### src/rtl/lpm_pack_pkg.sv
// lpm_pack_pkg: shared types and default sizes for the LPM word packer.
//   lpm_pack_state_e : framing FSM states (HDR, BODY, DRAIN)
//   lpm_msg_t        : request pipe message {tag, payload} at default widths
package lpm_pack_pkg;

  localparam int LPM_WORD_W = 32;
  localparam int LPM_TAG_W  = 16;
  localparam int LPM_DATA_W = 128;
  localparam int LPM_NWORDS = LPM_DATA_W / LPM_WORD_W;

  typedef enum logic [1:0] {
    HDR   = 2'd0,
    BODY  = 2'd1,
    DRAIN = 2'd2
  } lpm_pack_state_e;

  typedef struct packed {
    logic [LPM_TAG_W-1:0]  tag;
    logic [LPM_DATA_W-1:0] payload;
  } lpm_msg_t;

endpackage

### src/rtl/lpm_pack_outreg.sv
// lpm_pack_outreg: single-entry output holding register with valid/ready.
//   CLK, RST      : clock, synchronous active-high reset
//   load          : capture load_data this cycle (caller guarantees a slot)
//   load_data     : message to hold
//   out_rdy       : consumer accepts the held message
//   out_vld       : a message is held (also serves as the "full" flag)
//   out_data      : held message, stable while out_vld && !out_rdy
module lpm_pack_outreg #(
  parameter int MSG_W = 144
) (
  input  logic             CLK,
  input  logic             RST,
  input  logic             load,
  input  logic [MSG_W-1:0] load_data,
  input  logic             out_rdy,
  output logic             out_vld,
  output logic [MSG_W-1:0] out_data
);

  logic             vld_q, vld_d;
  logic [MSG_W-1:0] data_q, data_d;

  always_comb begin
    vld_d  = vld_q && !out_rdy;
    data_d = data_q;
    if (load) begin
      vld_d  = 1'b1;
      data_d = load_data;
    end
  end

  always_ff @(posedge CLK) begin
    if (RST) begin
      vld_q  <= 1'b0;
      data_q <= '0;
    end else begin
      vld_q  <= vld_d;
      data_q <= data_d;
    end
  end

  assign out_vld  = vld_q;
  assign out_data = data_q;

endmodule

### src/rtl/lpm_word_packer.sv
// lpm_word_packer: packs a host word stream into {tag, payload} pipe messages.
//   CLK, RST                 : clock, synchronous active-high reset
//   in_valid/in_data/in_last : host word stream; in_ready accepts a word
//   enq__ENA/enq_v/enq__RDY  : message toward the request pipe
//   drop                     : one-cycle pulse when a malformed frame is discarded
// Frame: header word (tag in low bits), then NWORDS payload words, word 1 in LSBs,
// in_last only on the final payload word. Short/1-word frames drop at the
// in_last word; long frames drop at word NWORDS and drain to the next in_last.
// Optional macro LPM_PACK_STATS_EN adds frames_ok / frames_dropped counters.
module lpm_word_packer
  import lpm_pack_pkg::*;
#(
  parameter int WORD_WIDTH = LPM_WORD_W,
  parameter int TAG_WIDTH  = LPM_TAG_W,
  parameter int DATA_WIDTH = LPM_DATA_W
) (
  input  logic                          CLK,
  input  logic                          RST,
  input  logic                          in_valid,
  input  logic [WORD_WIDTH-1:0]         in_data,
  input  logic                          in_last,
  output logic                          in_ready,
  output logic                          enq__ENA,
  output logic [TAG_WIDTH+DATA_WIDTH-1:0] enq_v,
  input  logic                          enq__RDY,
  output logic                          drop
`ifdef LPM_PACK_STATS_EN
  ,
  output logic [31:0]                   frames_ok,
  output logic [15:0]                   frames_dropped
`endif
);

  localparam int NWORDS = DATA_WIDTH / WORD_WIDTH;
  localparam int IW     = $clog2(NWORDS + 1);
  localparam int PW     = DATA_WIDTH - WORD_WIDTH;  // payload held before the last word
  localparam int MSG_W  = TAG_WIDTH + DATA_WIDTH;

  lpm_pack_state_e        state_q, state_d;
  logic [IW-1:0]          idx_q, idx_d;
  logic [TAG_WIDTH-1:0]   tag_q, tag_d;
  logic [PW-1:0]          payload_q, payload_d;

  logic                   out_full;
  logic                   commit_ok;
  logic                   commit;
  logic                   acc;
  logic [MSG_W-1:0]       msg;

  // The final payload word goes straight into the output register, so only
  // words 1..NWORDS-1 need assembly storage.
  assign msg = {tag_q, in_data, payload_q};

  always_comb begin
    state_d   = state_q;
    idx_d     = idx_q;
    tag_d     = tag_q;
    payload_d = payload_q;
    drop      = 1'b0;
    commit    = 1'b0;

    // A full output slot can still take a commit if it empties this cycle.
    commit_ok = !out_full || enq__RDY;
    in_ready  = !RST && !(state_q == BODY && idx_q == IW'(NWORDS) && !commit_ok);
    acc       = in_valid && in_ready;

    if (acc) begin
      unique case (state_q)
        HDR: begin
          if (in_last) begin
            drop = 1'b1;
          end else begin
            tag_d   = in_data[TAG_WIDTH-1:0];
            idx_d   = IW'(1);
            state_d = BODY;
          end
        end
        BODY: begin
          if (idx_q == IW'(NWORDS)) begin
            idx_d = '0;
            if (in_last) begin
              commit  = 1'b1;
              state_d = HDR;
            end else begin
              drop    = 1'b1;
              state_d = DRAIN;
            end
          end else if (in_last) begin
            drop    = 1'b1;
            idx_d   = '0;
            state_d = HDR;
          end else begin
            for (int k = 0; k < NWORDS - 1; k++) begin
              if (idx_q == IW'(k + 1)) payload_d[k*WORD_WIDTH +: WORD_WIDTH] = in_data;
            end
            idx_d = idx_q + IW'(1);
          end
        end
        DRAIN: begin
          if (in_last) state_d = HDR;
        end
        default: state_d = HDR;
      endcase
    end
  end

  always_ff @(posedge CLK) begin
    if (RST) begin
      state_q   <= HDR;
      idx_q     <= '0;
      tag_q     <= '0;
      payload_q <= '0;
    end else begin
      state_q   <= state_d;
      idx_q     <= idx_d;
      tag_q     <= tag_d;
      payload_q <= payload_d;
    end
  end

  lpm_pack_outreg #(
    .MSG_W(MSG_W)
  ) u_outreg (
    .CLK      (CLK),
    .RST      (RST),
    .load     (commit),
    .load_data(msg),
    .out_rdy  (enq__RDY),
    .out_vld  (out_full),
    .out_data (enq_v)
  );

  assign enq__ENA = out_full;

`ifdef LPM_PACK_STATS_EN
  logic [31:0] frames_ok_q, frames_ok_d;
  logic [15:0] frames_dropped_q, frames_dropped_d;

  always_comb begin
    frames_ok_d      = frames_ok_q + {31'd0, commit};
    frames_dropped_d = frames_dropped_q;
    if (drop && frames_dropped_q != 16'hFFFF) frames_dropped_d = frames_dropped_q + 16'd1;
  end

  always_ff @(posedge CLK) begin
    if (RST) begin
      frames_ok_q      <= '0;
      frames_dropped_q <= '0;
    end else begin
      frames_ok_q      <= frames_ok_d;
      frames_dropped_q <= frames_dropped_d;
    end
  end

  assign frames_ok      = frames_ok_q;
  assign frames_dropped = frames_dropped_q;
`endif

endmodule

### config.mk
export PLATFORM = sky130hd
export DESIGN_NAME = lpm_word_packer
export DESIGN_NICKNAME = d
export VERILOG_FILES = /design/src/rtl/lpm_pack_pkg.sv /design/src/rtl/lpm_pack_outreg.sv /design/src/rtl/lpm_word_packer.sv
export SDC_FILE = /design/constraint.sdc
export NUM_CORES = 1
export LEC_CHECK = 0
export ABC_CLOCK_PERIOD_IN_PS = 4300
export CAP_MARGIN = 25
export CORE_MARGIN = 8
export CORE_UTILIZATION = 50
export DETAILED_ROUTE_END_ITERATION = 6
export MAX_ROUTING_LAYER = met4
export PLACE_DENSITY = 0.82
export SLEW_MARGIN = 30
export SYNTH_ARGS = -nofsm -noshare
export SYNTH_HDL_FRONTEND = slang
export SYNTH_SLANG_ARGS = --single-unit
### constraint.sdc
create_clock -name CLK -period 4.3 [get_ports CLK]
set_input_delay 0.43 -clock CLK [delete_from_list [all_inputs] [get_ports CLK]]
set_output_delay 0.43 -clock CLK [all_outputs]
set_load 0.02 [all_outputs]
==> run metrics <==
status finished, final reports clean; first-pass GRT wire length 38800 µm; synthesized area 0.00987 mm²; number of max-capacitance violations reported 0; path type of the worst setup path reg -> reg; relative max-transition margin 0.393; count of buffers from port buffering 183; largest buffer count on any clock path 3; CTS HTree Levels 1; via count of the routed design 7385; cell count after placement 1369; register-to-register path setup slack 1200 ps; effective utilization at floorplan 0.509; number of antenna violations at the first check in global routing 0; signal arrival time at the worst endpoint 3540 ps; clock network latency to the later pin of the worst-skew pair 510 ps; Netlist cell types 34; core area 0.0194 mm²; final setup violation count 0; clock root buffer master clkbuf_16; fraction of layout cells with a size suffix above 1 0.0643; cell count of the worst hold path 2; commonest non-fill, non-tap cells in the layout dfxtp_1, nand2_1, mux2i_1; post-layout minimum cycle time 3100 ps; Final Slew Violations 0; die outline height 157 µm; mean post-synth cell area 10.0 µm²; Register-to-Register Path Depth 8; start point of the critical path idx_q[0]$_SDFFE_PP0P_; area of the die 0.0245 mm²; antenna-violating nets left 0; global router's overall resource usage 0.203; crit path launch type flop; RSZ-0062 raised after global routing false; worst hold start u_outreg.out_data[56]$_SDFFE_PP0P_; Remaining DRCs 0; pin count of the biggest net entering global routing 146; vias in the first global route 7271; maximum clock frequency 322 MHz; Final Hold Vio Count 0; sequential element share of the synthesized area 0.531; leading cell type in the layout, fill and taps excluded dfxtp_1; die boundary width 157 µm; Top FF cell, synth dfxtp_1; synthesized flop and latch total 262; leakage dissipation 4.95 nW; worst supply voltage drop on vdd 0.279 mV; ratio of total power to cell area 384 mW/mm²; least setup slack across all paths after layout 1200 ps; clock net sink count 262; warnings from Yosys 0; count of inserted antenna diode cells 0; pre-CTS setup slack 1090 ps; Worst Clk Skew 6.69 ps; number of fill cells in the layout 1581; Worst Path Max Fanout 29; aggregate routed wire length 25100 µm; clock tree from TritonCTS yes; Layout Cells excl Fill 1415; layout overhead on the synthesized area 28.2%; crit path capture type flop; Setup Total Neg Slack 0 ps; Post-CTS Setup Inserts 0; number of enable flip-flop cells after synthesis 0; Worst R2R Start idx_q[0]$_SDFFE_PP0P_; routed len/inst 17.7 µm; Placer Congestion 0.836; Pre-antenna DRT Iters 5; cts repair resizes 0; slew at the pin closest to its max-slew limit 911 ps; Hold Buf Count CTS 0; clock input transition at the sequential cells of the worst setup and hold paths 60 ps; Inserted Clock Buffers 26; total gr overflow 0; destination of the worst hold path u_outreg.out_data[56]$_SDFFE_PP0P_; Avg Vias per Cell 5.22; Synth Instances 983; total half-perimeter wirelength after legalization and detailed placement 17000 µm; ratio of final minimum period to clock period 0.722; Async S/R FF share, synth 0; Post-Synthesis Net Count 1027; required time of the worst setup path 4730 ps; Hold Crit Class reg -> reg; Iteration-0 DRC Markers 427; reg-to-reg endpoint u_outreg.out_data[80]$_SDFFE_PP0P_; Rows 51; boundary pin count 184; Nets 1177
[layout make-up]
type,count,area (µm²),area share
Sequential cell,262,5250,0.415
Multi-Input combinational cell,612,4140,0.327
Timing Repair Buffer,196,1950,0.154
Clock buffer,40,774,0.0612
Tap cell,265,332,0.0262
Inverter,35,139,0.0110
Clock inverter,5,77.6,0.00613
[cells in the mapped netlist (all sizes together), types with 2 or more instances]
master / n / area (µm²)
ha: 7 / 87.6
a21oi: 18 / 90.1
buf: 33 / 231
inv: 34 / 128
o21ai: 17 / 85.1
dfxtp: 262 / 5250
mux2i: 227 / 2270
and3b: 2 / 17.5
a311oi: 16 / 140
nand3: 20 / 100
o31a: 2 / 17.5
nor2b: 4 / 25.0
a31o: 16 / 140
nor2: 5 / 18.8
and3: 4 / 30.0
nand2: 260 / 976
clkbuf: 41 / 154
nand4b: 2 / 17.5
nand4: 2 / 12.5
[how the worst max path moves through the flow]
stage	to	slack, ps	cells after the start
finish	u_outreg.out_data[80]$_SDFFE_PP0P_	1200	8
CTS	drop	1230	7
global placement	u_outreg.out_data[12]$_SDFFE_PP0P_	1230	5
global route	u_outreg.out_data[80]$_SDFFE_PP0P_	1030	8
floorplan	drop	2260	6
detailed placement	payload_q[87]$_SDFFE_PP0P_	1090	4
[per-stage QoR]
| step | cell area [µm²] | util | hold slack (ps) | power, W |
|---|---|---|---|---|
| 2_1_floorplan | 9870 | - | 443 | 0.00258 |
| 3_5_place_dp | 11800 | 0.607 | 446 | 0.00266 |
| 6_report | 12700 | 0.652 | 454 | 0.00486 |
| 5_1_grt | 12700 | 0.652 | 464 | 0.00501 |
| 3_3_place_gp | 11800 | 0.607 | 441 | 0.00265 |
| 4_1_cts | 12600 | 0.651 | 457 | 0.00491 |
[critical path: stages, from the launching register on]
cell,delay [ps]
dfxtp_1,330
inv_1,130
ha_1,260
nand2_1,160
inv_1,90
ha_1,660
and3_4,550
buf_4,520
mux2i_1,280
[kinds of logic after synthesis]
logic type / share of synthesized area
buf+inv: 0.0524
fa+ha+maj: 0.00887
flops: 0.531
compound gates: 0.0506
mux: 0.230
simple gates: 0.127
[sequential cells by signal (all words and copies together) (netlist names)]
register / count
u_outreg.out_data: 144
payload_q: 96
tag_q: 16
idx_q: 3
state_q: 2
u_outreg.out_vld: 1
[power breakdown]
part	switching, W	internal, W
registers	0.00000498	0.00243
clock network	0.000907	0.00135
logic	0.000111	0.0000540
[layer usage]
metal	wire, µm	track usage	vias to the layer above
met4	501	0.0526	0
met1	11200	0.252	3522
met2	11700	0.331	215
met3	1680	0.0408	37
li1	-	-	3611
met5	0	-	-
Note: power is estimated with default switching activity, not from simulation.
